`config.mk`:
```
export PLATFORM = sky130hd
export DESIGN_NAME = frame_demux_1to2
export DESIGN_NICKNAME = d
export VERILOG_FILES = /design/src/rtl/snake_pkg.sv /design/src/rtl/demux_skid_buf.sv /design/src/rtl/frame_demux_1to2.sv
export SDC_FILE = /design/constraint.sdc
export NUM_CORES = 1
export LEC_CHECK = 0
export ABC_AREA = 1
export ABC_CLOCK_PERIOD_IN_PS = 2800
export CAP_MARGIN = 40
export CORE_AREA = 5 5 58 50
export DETAILED_ROUTE_END_ITERATION = 6
export DIE_AREA = 0 0 63 55
export PLACE_DENSITY = 0.88
export SLEW_MARGIN = 25
export SYNTH_ARGS = -nofsm -noshare
export SYNTH_HDL_FRONTEND = slang
export SYNTH_HIERARCHICAL = 1
export SYNTH_SLANG_ARGS = --single-unit
```
`constraint.sdc`:
```
create_clock -name clk -period 2.8 [get_ports clk]
set_clock_uncertainty 0.1 [all_clocks]
set_input_delay 0.56 -clock clk [delete_from_list [all_inputs] [get_ports clk]]
set_output_delay 0.56 -clock clk [all_outputs]
set_load 0.01 [all_outputs]
```
`src/rtl/snake_pkg.sv`:
```
// Shared types and constants for the frame demultiplexer slice.
package snake_pkg;

  localparam int PIXEL_W = 12;

  typedef enum logic [1:0] {
    IDLE    = 2'd0,
    ROUTE_A = 2'd1,
    ROUTE_B = 2'd2
  } route_state_e;

endpackage

```
`src/rtl/demux_skid_buf.sv`:
```
// Output register shared by both demux outputs; with FRAME_DEMUX_SKID_EN a
// 2-entry skid buffer sits in front of it and in_ready_o becomes a register.
module demux_skid_buf #(
  parameter int W = 14
) (
  input  logic         clk,
  input  logic         rst_n,
  input  logic         in_valid_i,
  input  logic [W-1:0] in_data_i,
  output logic         in_ready_o,
  output logic         out_valid_o,
  output logic [W-1:0] out_data_o,
  input  logic         out_ready_i
);

  logic         out_valid_q;
  logic [W-1:0] out_data_q;

  assign out_valid_o = out_valid_q;
  assign out_data_o  = out_data_q;

`ifdef FRAME_DEMUX_SKID_EN

  logic [W-1:0] skid0_q, skid0_d;
  logic [W-1:0] skid1_q, skid1_d;
  logic [1:0]   count_q, count_d;
  logic         ready_q;
  logic         out_valid_d;
  logic [W-1:0] out_data_d;
  logic         push;
  logic         out_free;

  assign in_ready_o = ready_q;
  assign push       = in_valid_i && ready_q;
  assign out_free   = !out_valid_q || out_ready_i;

  // Skid entries drain into the output register first so beat order is kept;
  // an empty skid lets a fresh beat go straight to the output (1-cycle latency).
  always_comb begin
    out_valid_d = out_valid_q;
    out_data_d  = out_data_q;
    skid0_d     = skid0_q;
    skid1_d     = skid1_q;
    count_d     = count_q;
    if (out_free) begin
      if (count_q == 2'd0) begin
        out_valid_d = push;
        if (push) out_data_d = in_data_i;
      end else begin
        out_valid_d = 1'b1;
        out_data_d  = skid0_q;
        skid0_d     = skid1_q;
        if (push) begin
          if (count_q == 2'd1) skid0_d = in_data_i;
          else                 skid1_d = in_data_i;
        end else begin
          count_d = count_q - 2'd1;
        end
      end
    end else if (push) begin
      if (count_q == 2'd0) skid0_d = in_data_i;
      else                 skid1_d = in_data_i;
      count_d = count_q + 2'd1;
    end
  end

  always_ff @(posedge clk) begin
    if (!rst_n) begin
      out_valid_q <= 1'b0;
      count_q     <= 2'd0;
      ready_q     <= 1'b1;
    end else begin
      out_valid_q <= out_valid_d;
      out_data_q  <= out_data_d;
      skid0_q     <= skid0_d;
      skid1_q     <= skid1_d;
      count_q     <= count_d;
      ready_q     <= (count_d != 2'd2);
    end
  end

`else

  assign in_ready_o = !out_valid_q || out_ready_i;

  always_ff @(posedge clk) begin
    if (!rst_n) begin
      out_valid_q <= 1'b0;
    end else if (in_ready_o) begin
      out_valid_q <= in_valid_i;
      if (in_valid_i) out_data_q <= in_data_i;
    end
  end

`endif

endmodule

```
`src/rtl/frame_demux_1to2.sv`:
```
// Routes whole frames from one stream to buffer A or B, locking the destination
// at the first beat. Build option FRAME_DEMUX_SKID_EN selects the skid buffer.
module frame_demux_1to2
  import snake_pkg::*;
#(
  parameter int DATA_W = PIXEL_W
) (
  input  logic              clk,
  input  logic              rst_n,
  input  logic              s_valid,
  input  logic [DATA_W-1:0] s_data,
  input  logic              s_last,
  output logic              s_ready,
  input  logic              sel,
  output logic              m_a_valid,
  output logic [DATA_W-1:0] m_a_data,
  output logic              m_a_last,
  input  logic              m_a_ready,
  output logic              m_b_valid,
  output logic [DATA_W-1:0] m_b_data,
  output logic              m_b_last,
  input  logic              m_b_ready,
  output logic              active_sel,
  output logic              frame_done
);

  localparam int PW = DATA_W + 2;

  route_state_e    state_q;
  logic            active_sel_q;
  logic            frame_done_q;
  logic            buf_in_ready;
  logic            out_valid;
  logic [PW-1:0]   out_payload;
  logic            beat_dest;
  logic            s_fire;
  logic            out_dest;
  logic            out_last;
  logic            out_ready;
  logic            out_fire;

  assign s_ready   = rst_n && buf_in_ready;
  assign s_fire    = s_valid && s_ready;
  // The first beat of a frame follows sel directly; later beats use the lock.
  assign beat_dest = (state_q == IDLE) ? sel : (state_q == ROUTE_B);

  demux_skid_buf #(.W(PW)) u_buf (
    .clk         (clk),
    .rst_n       (rst_n),
    .in_valid_i  (s_valid),
    .in_data_i   ({beat_dest, s_last, s_data}),
    .in_ready_o  (buf_in_ready),
    .out_valid_o (out_valid),
    .out_data_o  (out_payload),
    .out_ready_i (out_ready)
  );

  assign out_dest  = out_payload[PW-1];
  assign out_last  = out_payload[PW-2];
  assign out_ready = out_dest ? m_b_ready : m_a_ready;
  assign out_fire  = out_valid && out_ready;

  assign m_a_valid  = out_valid && !out_dest;
  assign m_b_valid  = out_valid && out_dest;
  assign m_a_data   = out_payload[DATA_W-1:0];
  assign m_b_data   = out_payload[DATA_W-1:0];
  assign m_a_last   = out_last;
  assign m_b_last   = out_last;
  assign active_sel = active_sel_q;
  assign frame_done = frame_done_q;

  always_ff @(posedge clk) begin
    if (!rst_n) begin
      state_q      <= IDLE;
      active_sel_q <= 1'b0;
      frame_done_q <= 1'b0;
    end else begin
      frame_done_q <= out_fire && out_last;
      if (s_fire) begin
        case (state_q)
          IDLE: begin
            active_sel_q <= sel;
            if (!s_last) state_q <= sel ? ROUTE_B : ROUTE_A;
          end
          default: begin
            if (s_last) state_q <= IDLE;
          end
        endcase
      end
    end
  end

endmodule

```
======== After elaboration in Yosys (flattened, before gate mapping) ========
Index checks and enable logic that the tools add are counted.
word-level totals
  register bits ........................... 19
  bits of input ports ..................... 19
cells by class
  equality and inequality tests ........... 2
  reductions and logical operators ........ 14
  mux-type cells .......................... 6
operator list
  kind                count
  $mux 2              4
  $logic_and 1x1->1   6
  $reduce_and 3->1    2
  $eq 2x2->1 const B  1
  $logic_not 1->1     2
  $logic_not 2->1     1
  $mux 1              2
  $ne 2x2->1 const B  1
  $reduce_and 2->1    1
  $reduce_bool 2->1   1
  $logic_or 1x1->1    1

======== Depth between registers and ports, before layout ========
Gate-level depths: netlist (run 1).
  word-level depth ........................ 5
  mapped depth ............................ 12
  gate-level depth less buffers ........... 12

======== Cells and area by module ========
Netlist (run 1), hierarchy kept.
modules (own cells, without submodules)
  module            times used  area each (um2)  cells an instance
  demux_skid_buf    1           469.2            21
  frame_demux_1to2  1           344.1            54

======== Worst setup path after synthesis (run 1) ========
OpenSTA, ideal clock, no wires.
  kind .................................... in2reg
  start point ............................. input port m_b_ready
  end point ............................... register u_buf.out_data_q[0], in the netlist u_buf/out_data_o[0], enable pin
  stages on the path ...................... 6
  path buffers ............................ 0
  library setup time ...................... 0.375 ns
  setup slack ............................. 1.033 ns
  data arrival time ....................... 1.291 ns
  path through ............................ inv_1 -> nand2_1 -> o21ai_0 -> inv_1 -> inv_1 -> a21oi_2
on the way
  word-level cells in the longest chain between the ends .. 3
ends and longest elaborated chain
  item                        line                    RTL
  start, declared             frame_demux_1to2.sv:22  input logic m_b_ready,
  $mux 1                      frame_demux_1to2.sv:60  assign out_ready = out_dest ? m_b_ready : m_a_ready;
  net out_ready               frame_demux_1to2.sv:39  logic out_ready;
  $logic_or 1x1->1            demux_skid_buf.sv:84    assign in_ready_o = !out_valid_q || out_ready_i;
  $reduce_and 3->1 (no line)  -
  end signal, assigned        demux_skid_buf.sv:91    if (in_valid_i) out_data_q <= in_data_i;
  end, declared               demux_skid_buf.sv:17    logic [W-1:0] out_data_q;
The timed path passes the listed nets, and every way through them passes these cells.
A chain may end at the register's enable or synchronous reset.

======== Worst setup path after layout (run 1) ========
  start point ............................. input port m_a_ready
  end point ............................... output port s_ready
on the way
  word-level cells in the longest chain between the ends .. 3
ends and longest elaborated chain
  item               line                    RTL
  start, declared    frame_demux_1to2.sv:18  input logic m_a_ready,
  $mux 1             frame_demux_1to2.sv:60
  net out_ready      frame_demux_1to2.sv:39
  $logic_or 1x1->1   demux_skid_buf.sv:84
  net buf_in_ready   frame_demux_1to2.sv:32  logic buf_in_ready;
  $logic_and 1x1->1  frame_demux_1to2.sv:42  assign s_ready = rst_n && buf_in_ready;
  end, declared      frame_demux_1to2.sv:13  output logic s_ready,
The timed path passes the listed nets, and every way through them passes these cells.

==> results.env, run 1 <==
STATUS='completed'
POWER.IR.VDD_WORST_mV=0.272
NUMPORTBUFFERS=49
H-TREE-DEPTH=1
SYNTH.NET_COUNT=94
SYNTH-SEQ-AREA-SHARE_PCT=64.0
SYNTH.LIB_CELLS_USED.DISTINCT=15
CP.ARRIVAL_NS=1.70
FINAL_HOLD_VIOLATING_ENDPOINTS=0
P_PER_AREA_nW_PER_UM2=443
CTS-ROOT-BUF='clkbuf_4'
SW_FRAC_OF_TOTAL_PCT=23.5
GRT_MAX_DEGREE=11
COREAREA_UM2=2300
POSTCTSHOLDBUFS=0
ROUTED_WL_UM=1880
POWER.SEQUENTIAL.FRACTION_PCT=57.2
ROUTED_WIRE_LENGTH_PER_INSTANCE_UM=13.0
LAYOUT_MIN_CYCLE_TIME_NS=2.36
POST_SYNTH_INSTANCE_AREA_UM2=813
UNREPAIRED_SETUP_ENDPOINTS_AFTER_GLOBAL_ROUTING='no'
INTERNAL-POWER_mW=0.435
END_KIND='output port'
PLACE.DETAILED.HPWL_UM=1590
WORST_SKEW_PAIR.LATE_LATENCY_NS=0.30
TIMING_WORST_SETUP_PATH_TYPE='input pin to output port'
ROWS=16
CTS.REPAIR_TIMING.SETUP_BUFFER_COUNT=0
CRIT_PATH_MAX_FANOUT=3
FINAL_MIN_PERIOD_OVER_CLOCK_PERIOD_PCT=84.4
REMAINING_ANTENNA_VIOLATION_COUNT_AFTER_ROUTING=0
N_FILL_CELL=198
CRIT_PATH_MAX_CELL_DELAY_NS=0.42
LAYOUTNONFILLERINSTCOUNT=144
POST_SYN_INSTANCES=75
CLOCK_SINK_COUNT=19
NUM-NETS-FINAL=137
MAX_SLEW.WORST_PIN.SLEW_NS=0.275
TRITONCTS.NUM_BUFFERS=3
AVGVIACOUNTPERCELL=4.41
REG2REG_SETUP_SLACK_NS=1.32
COUNT_OF_PINS_OVER_THEIR_SLEW_LIMIT=0
CLK_PIN_SLEW_WORST_PATHS_NS=0.11
GRT_FIRST_PASS_WIRELENGTH_UM=2960
OVERFLOW=0
ANTENNA_CELLS=0
CTS_TREE='built'
INITIAL_ANTENNA_VIOLATION_COUNT=0
DETAILROUTE.VIA_COUNT=635
CRITPATHSLOWESTCELL='clkdlybuf4s50_1'
PLACEMENT.SETUP.WORST_SLACK_NS=0.0646
CRITPATHREQUIREDTIME_NS=2.14
MIN-DELAY-PATH-CLASS='flop to flop'
TOTAL_LEAKAGE_POWER_nW=0.517
CP_CELL_SEQUENCE='clkdlybuf4s50_1 > o21ai_1 > inv_1 > inv_1 > nand2_1 > nand2_2 > inv_1 > dlymetal6s2s_1'
IO_PINS=50
CRITICAL_PATH.MOST_COMMON_CELL='inv_1'
DIEAREA_UM2=3470
PLACEDCELLCOUNT=140
DRT-PASS1-ITER-COUNT=4
FINAL.SETUP.TNS_NS=0
SWITCHING_POWER_mW=0.134
CRITICAL_PATH.STARTPOINT_TYPE='input pin'
SYN2LAYOUT_AREA_GROWTH_PCT=57.8
GRT_PASS1_VIAS=635
FINISH_STAGE_SETUP_VIOLS=0
SETUP_WS_NS=0.436
MAXCAPVIOLATIONS=0
POST_ROUTE_CELLS_DRIVE_ABOVE_1_SHARE_PCT=8.55
GLOBALROUTETOTALUTIL_PCT=11.4
DETAILEDROUTE.FIRSTITERATIONVIOLATIONS=9
P_COMB_SHARE_PCT=18.3
CLK_PATH_BUF_DEPTH=2
CLOCK_POWER_SHARE_PCT=24.4
DIE_HEIGHT_UM=55
SLEW_HEADROOM_PCT=81.6
SYN_AVG_CELL_AREA_UM2=10.8
GLOBALPLACE.CONGESTION=0.776
INITIAL_UTILIZATION_PCT=35.3
FMAXACHIEVABLE_MHz=423
DETAIL_ROUTE.DRC_VIOLATIONS=0
YOSYSWARNINGCOUNT=6
DIE_W_UM=63
FIN_UTIL_PCT=55.8
SYNTH-SEQ-CELLS=19
synthesized netlist by cell type:
master / count / area (um^2)
a21oi_1: 2 / 10.0
dfxtp_1: 5 / 100
buf_4: 13 / 97.6
nor2_1: 7 / 26.3
nor2_4: 1 / 11.3
nand3_2: 1 / 10.0
a21oi_2: 1 / 8.76
nand3_1: 3 / 15.0
o21ai_0: 1 / 5.00
nor2_2: 1 / 6.26
nand2_2: 1 / 6.26
nand4_1: 1 / 6.26
inv_1: 11 / 41.3
nand2_1: 13 / 48.8
edfxtp_1: 14 / 420
state kept, by name, indices dropped and copies added, names as in the netlist:
signal,cells
active_sel,1
state_q,2
frame_done,1
u_buf/out_data_o,14
u_buf/out_valid_o,1
final cells by class:
class | instances | area (um^2) | share of cell area, %
clock buffer | 4 | 26.3 | 2.05
sequential | 19 | 520 | 40.5
timing repair buffer | 51 | 508 | 39.6
multi-input combinational | 32 | 154 | 12.0
inverter | 11 | 41.3 | 3.22
tap | 27 | 33.8 | 2.63
power groups by stage:
stage | Combinational [mW] | Sequential, mW | Clock [mW]
2_1_floorplan | 0.0394 | 0.335 | 0
3_3_place_gp | 0.102 | 0.330 | 0
3_5_place_dp | 0.106 | 0.332 | 0
4_1_cts | 0.106 | 0.326 | 0.145
5_1_grt | 0.113 | 0.328 | 0.154
6_report | 0.104 | 0.325 | 0.139
through the flow:
stage               power [mW]  instance area [um^2]  hold slack [ns]
floorplan                0.375                   813            0.373
global placement         0.433                  1250            0.349
detailed placement       0.438                  1250            0.363
CTS                      0.576                  1280            0.376
global route             0.594                  1280            0.422
finish                   0.568                  1280            0.368
routing by layer:
metal / vias to the layer above / part of all wire (%) / routed length [um] / GRT usage, %
met5: - / 0 / 0 / 0
met1: 281 / 39 / 742 / 11.3
met3: 6 / 9.7 / 183 / 3.23
met4: 0 / 2.3 / 44 / 6.36
li1: 310 / - / - / -
met2: 38 / 48 / 908 / 22.0
layout by cell type (no fill, tap or decap):
master,n
clkdlybuf4s50_1,48
edfxtp_1,14
nand2_1,13
inv_1,11
nor2_1,7
dfxtp_1,5
nand3_1,3
clkbuf_4,3
a21oi_1,2
buf_4,2
o21ai_1,1
nand2_2,1
nor2_2,1
nor2_4,1
nand3_2,1
nand4_1,1
clkbuf_1,1
dlymetal6s2s_1,1
a21oi_2,1
kinds of logic (layout without fill, tap and decap cells):
group | after synthesis | count (layout) | synth area share, %
and+or+nand+nor | 28 | 28 | 16.0
buffers and inverters | 24 | 66 | 17.1
DFF | 19 | 19 | 64.0
AOI/OAI and AO/OA | 4 | 4 | 2.92
path summary, 6_finish.rpt:
path                              from    endpoint  depth (start not counted)
hold reg to reg             active_sel  active_sel                          2
setup reg to reg  u_buf/out_data_o[13]  state_q[0]                         11
hold / removal              active_sel  active_sel                          2
setup / recovery             m_a_ready     s_ready                          8
worst max-delay path: cells and delay by family:
family	cells	cell delay, ns
compound gates	1	0.18
simple gates	2	0.18
buf+inv	5	0.79
what timing repair did:
item | CTS | global route
hold endpoints to repair | 0 | 0
setup endpoints to repair | 0 | 1
gates resized for setup | 0 | 2
(Power assumes the default switching activity.)
==> inputs of run 2 (changes only) <==
--- a/config.mk
+++ b/config.mk
@@ -6,12 +6,12 @@
 export NUM_CORES = 1
 export LEC_CHECK = 0
 export ABC_AREA = 1
-export ABC_CLOCK_PERIOD_IN_PS = 2800
+export ABC_CLOCK_PERIOD_IN_PS = 2000
 export CAP_MARGIN = 40
-export CORE_AREA = 5 5 58 50
+export CORE_AREA = 5 5 63 54
 export DETAILED_ROUTE_END_ITERATION = 6
-export DIE_AREA = 0 0 63 55
-export PLACE_DENSITY = 0.88
+export DIE_AREA = 0 0 68 59
+export PLACE_DENSITY = 0.8
 export SLEW_MARGIN = 25
 export SYNTH_ARGS = -nofsm -noshare
 export SYNTH_HDL_FRONTEND = slang
==> constraint.sdc (replaced) <==
create_clock -name clk -period 2 [get_ports clk]
set_clock_uncertainty 0.1 [all_clocks]
set_input_delay 0.4 -clock clk [delete_from_list [all_inputs] [get_ports clk]]
set_output_delay 0.4 -clock clk [all_outputs]
set_load 0.01 [all_outputs]
==> results.env, run 2 (synthesized netlist as in run 1, its figures left out) <==
IO_PINS=50
LAYOUTNONFILLERINSTCOUNT=157
COREAREA_UM2=2660
RR_ENDPOINT='u_buf/out_data_o[3]'
INTERNAL-POWER_mW=0.611
GLOBALROUTETOTALUTIL_PCT=8.94
SYN2LAYOUT_AREA_GROWTH_PCT=62.8
ROUTED_WIRE_LENGTH_PER_INSTANCE_UM=11.9
OVERFLOW=0
FINALHOLDWORSTSLACK_NS=0.379
POWER.IR.VDD_WORST_mV=0.182
P_COMB_SHARE_PCT=19.5
MIN-DELAY-PATH-CLASS='flop to flop'
INITIAL_ANTENNA_VIOLATION_COUNT=0
LAYOUT_COMMONEST_CELL='clkdlybuf4s50_1'
COUNT_OF_PINS_OVER_THEIR_SLEW_LIMIT=0
DETAIL_ROUTE.DRC_VIOLATIONS=0
TOTAL_LEAKAGE_POWER_nW=0.524
CTS_TREE='built'
CRITPATHREQUIREDTIME_NS=1.50
GRT_MAX_DEGREE=15
DETAILEDROUTE.FIRSTITERATIONVIOLATIONS=11
NUMPORTBUFFERS=49
FMAXACHIEVABLE_MHz=527
TIMING_WORST_SETUP_PATH_TYPE='flop to output port'
PLACEDCELLCOUNT=153
P_PER_AREA_nW_PER_UM2=598
AVGVIACOUNTPERCELL=4.09
CP.ARRIVAL_NS=1.40
CP-STARTPOINT='u_buf/out_data_o[13]'
GRT_FIRST_PASS_WIRELENGTH_UM=2660
MAXCAPVIOLATIONS=0
GLOBALPLACE.CONGESTION=0.737
CRIT_END='m_a_valid'
DIE_HEIGHT_UM=59
ANTENNA_CELLS=0
MAX_SLEW.WORST_PIN.SLEW_NS=0.176
DIEAREA_UM2=4010
CLK_PATH_BUF_DEPTH=2
CLK_PIN_SLEW_WORST_PATHS_NS=0.11
TOTAL_POWER_mW=0.791
INITIAL_UTILIZATION_PCT=30.6
FINAL.SETUP.TNS_NS=0
DETAILROUTE.VIA_COUNT=642
CTS-ROOT-BUF='clkbuf_4'
ROWS=17
UNREPAIRED_SETUP_ENDPOINTS_AFTER_GLOBAL_ROUTING='no'
TRITONCTS.NUM_BUFFERS=3
FINISH_STAGE_SETUP_VIOLS=0
REMAINING_ANTENNA_VIOLATION_COUNT_AFTER_ROUTING=0
FINAL_MIN_PERIOD_OVER_CLOCK_PERIOD_PCT=94.9
END_KIND='output port'
REG2REG_DEPTH=7
ROUTED_WL_UM=1860
R2R_START='u_buf/out_data_o[13]'
CLOCK_POWER_SHARE_PCT=23.0
H-TREE-DEPTH=1
POWER.SEQUENTIAL.FRACTION_PCT=57.6
LAYOUT_MIN_CYCLE_TIME_NS=1.90
MOSTFREQUENTLAYOUTCELLS='clkdlybuf4s50_1, edfxtp_1, nand2_1'
STATUS='completed'
LARGEST_REG_FLOPS=14
PLACE.DETAILED.HPWL_UM=1570
FINISH.INSTANCE_AREA_UM2=1320
POST_ROUTE_CELLS_DRIVE_ABOVE_1_SHARE_PCT=13.4
REG2REG_SETUP_SLACK_NS=0.43
CTS.REPAIR_TIMING.SETUP_BUFFER_COUNT=0
PLACEDINSTANCEAREA_UM2=1300
CRITICAL_PATH.STARTPOINT_TYPE='flop'
SWITCHING_POWER_mW=0.180
GRT_PASS1_VIAS=587
SW_FRAC_OF_TOTAL_PCT=22.8
WORST_SKEW_PAIR.LATE_LATENCY_NS=0.29
POSTCTSHOLDBUFS=0
CLOCK_SINK_COUNT=19
NUM-NETS-FINAL=139
DRT-PASS1-ITER-COUNT=4
SLEW_HEADROOM_PCT=88.2
FINAL_HOLD_VIOLATING_ENDPOINTS=0
CRIT_PATH_MAX_FANOUT=4
DIE_W_UM=68
[run 2: how the worst min path moves through the flow]
stage	slack, ns	cells after the start	endpoint	startpoint
after global routing	0.42	2	active_sel	active_sel
after global placement	0.35	2	active_sel	active_sel
after CTS	0.38	2	active_sel	active_sel
after detailed placement	0.36	2	active_sel	active_sel
final	0.38	2	active_sel	active_sel
after floorplan	0.37	2	state_q[1]	state_q[1]
[run 2: power groups by stage]
stage / Sequential, mW / Clock [mW] / Combinational [mW]
3_3_place_gp: 0.463 / 0 / 0.150
6_report: 0.456 / 0.182 / 0.154
3_5_place_dp: 0.465 / 0 / 0.156
4_1_cts: 0.456 / 0.190 / 0.157
5_1_grt: 0.459 / 0.210 / 0.165
2_1_floorplan: 0.469 / 0 / 0.0551
[run 2: area by class of cell]
| cell class | count | area (um^2) |
|---|---|---|
| clock buffer | 3 | 22.5 |
| clock inverter | 1 | 5.00 |
| fill | 231 | 1340 |
| inverter | 11 | 41.3 |
| multi-input combinational | 32 | 158 |
| sequential | 19 | 522 |
| tap | 38 | 47.5 |
| timing repair buffer | 53 | 528 |
[run 2: worst max-delay path: stages, from the launching register on]
cell and delay [ns]:
edfxtp_1 0.45, nor2_1 0.12, clkdlybuf4s50_1 0.55
[run 2: timing repair]
| item | 4_1_cts | 5_1_grt |
|---|---|---|
| resized for setup | 5 | 2 |
| pin swaps | 1 | 0 |
| endpoints found under the setup margin | 1 | 2 |
[run 2: layer usage]
metal,vias up,global-route usage (%),part of all wire (%)
li1,314,-,-
met1,279,9.56,39
met2,47,16.1,48
met3,2,2.47,13
met4,0,4.25,0.16
met5,-,0,0
[run 2: metrics by stage]
step                      utilization, %  worst slack, ns
after floorplan                        -            0.384
after global placement              48.8           -0.304
after detailed placement            48.8           -0.343
after CTS                           50.0           0.0160
after global routing                49.8           0.0286
final                               49.8            0.103
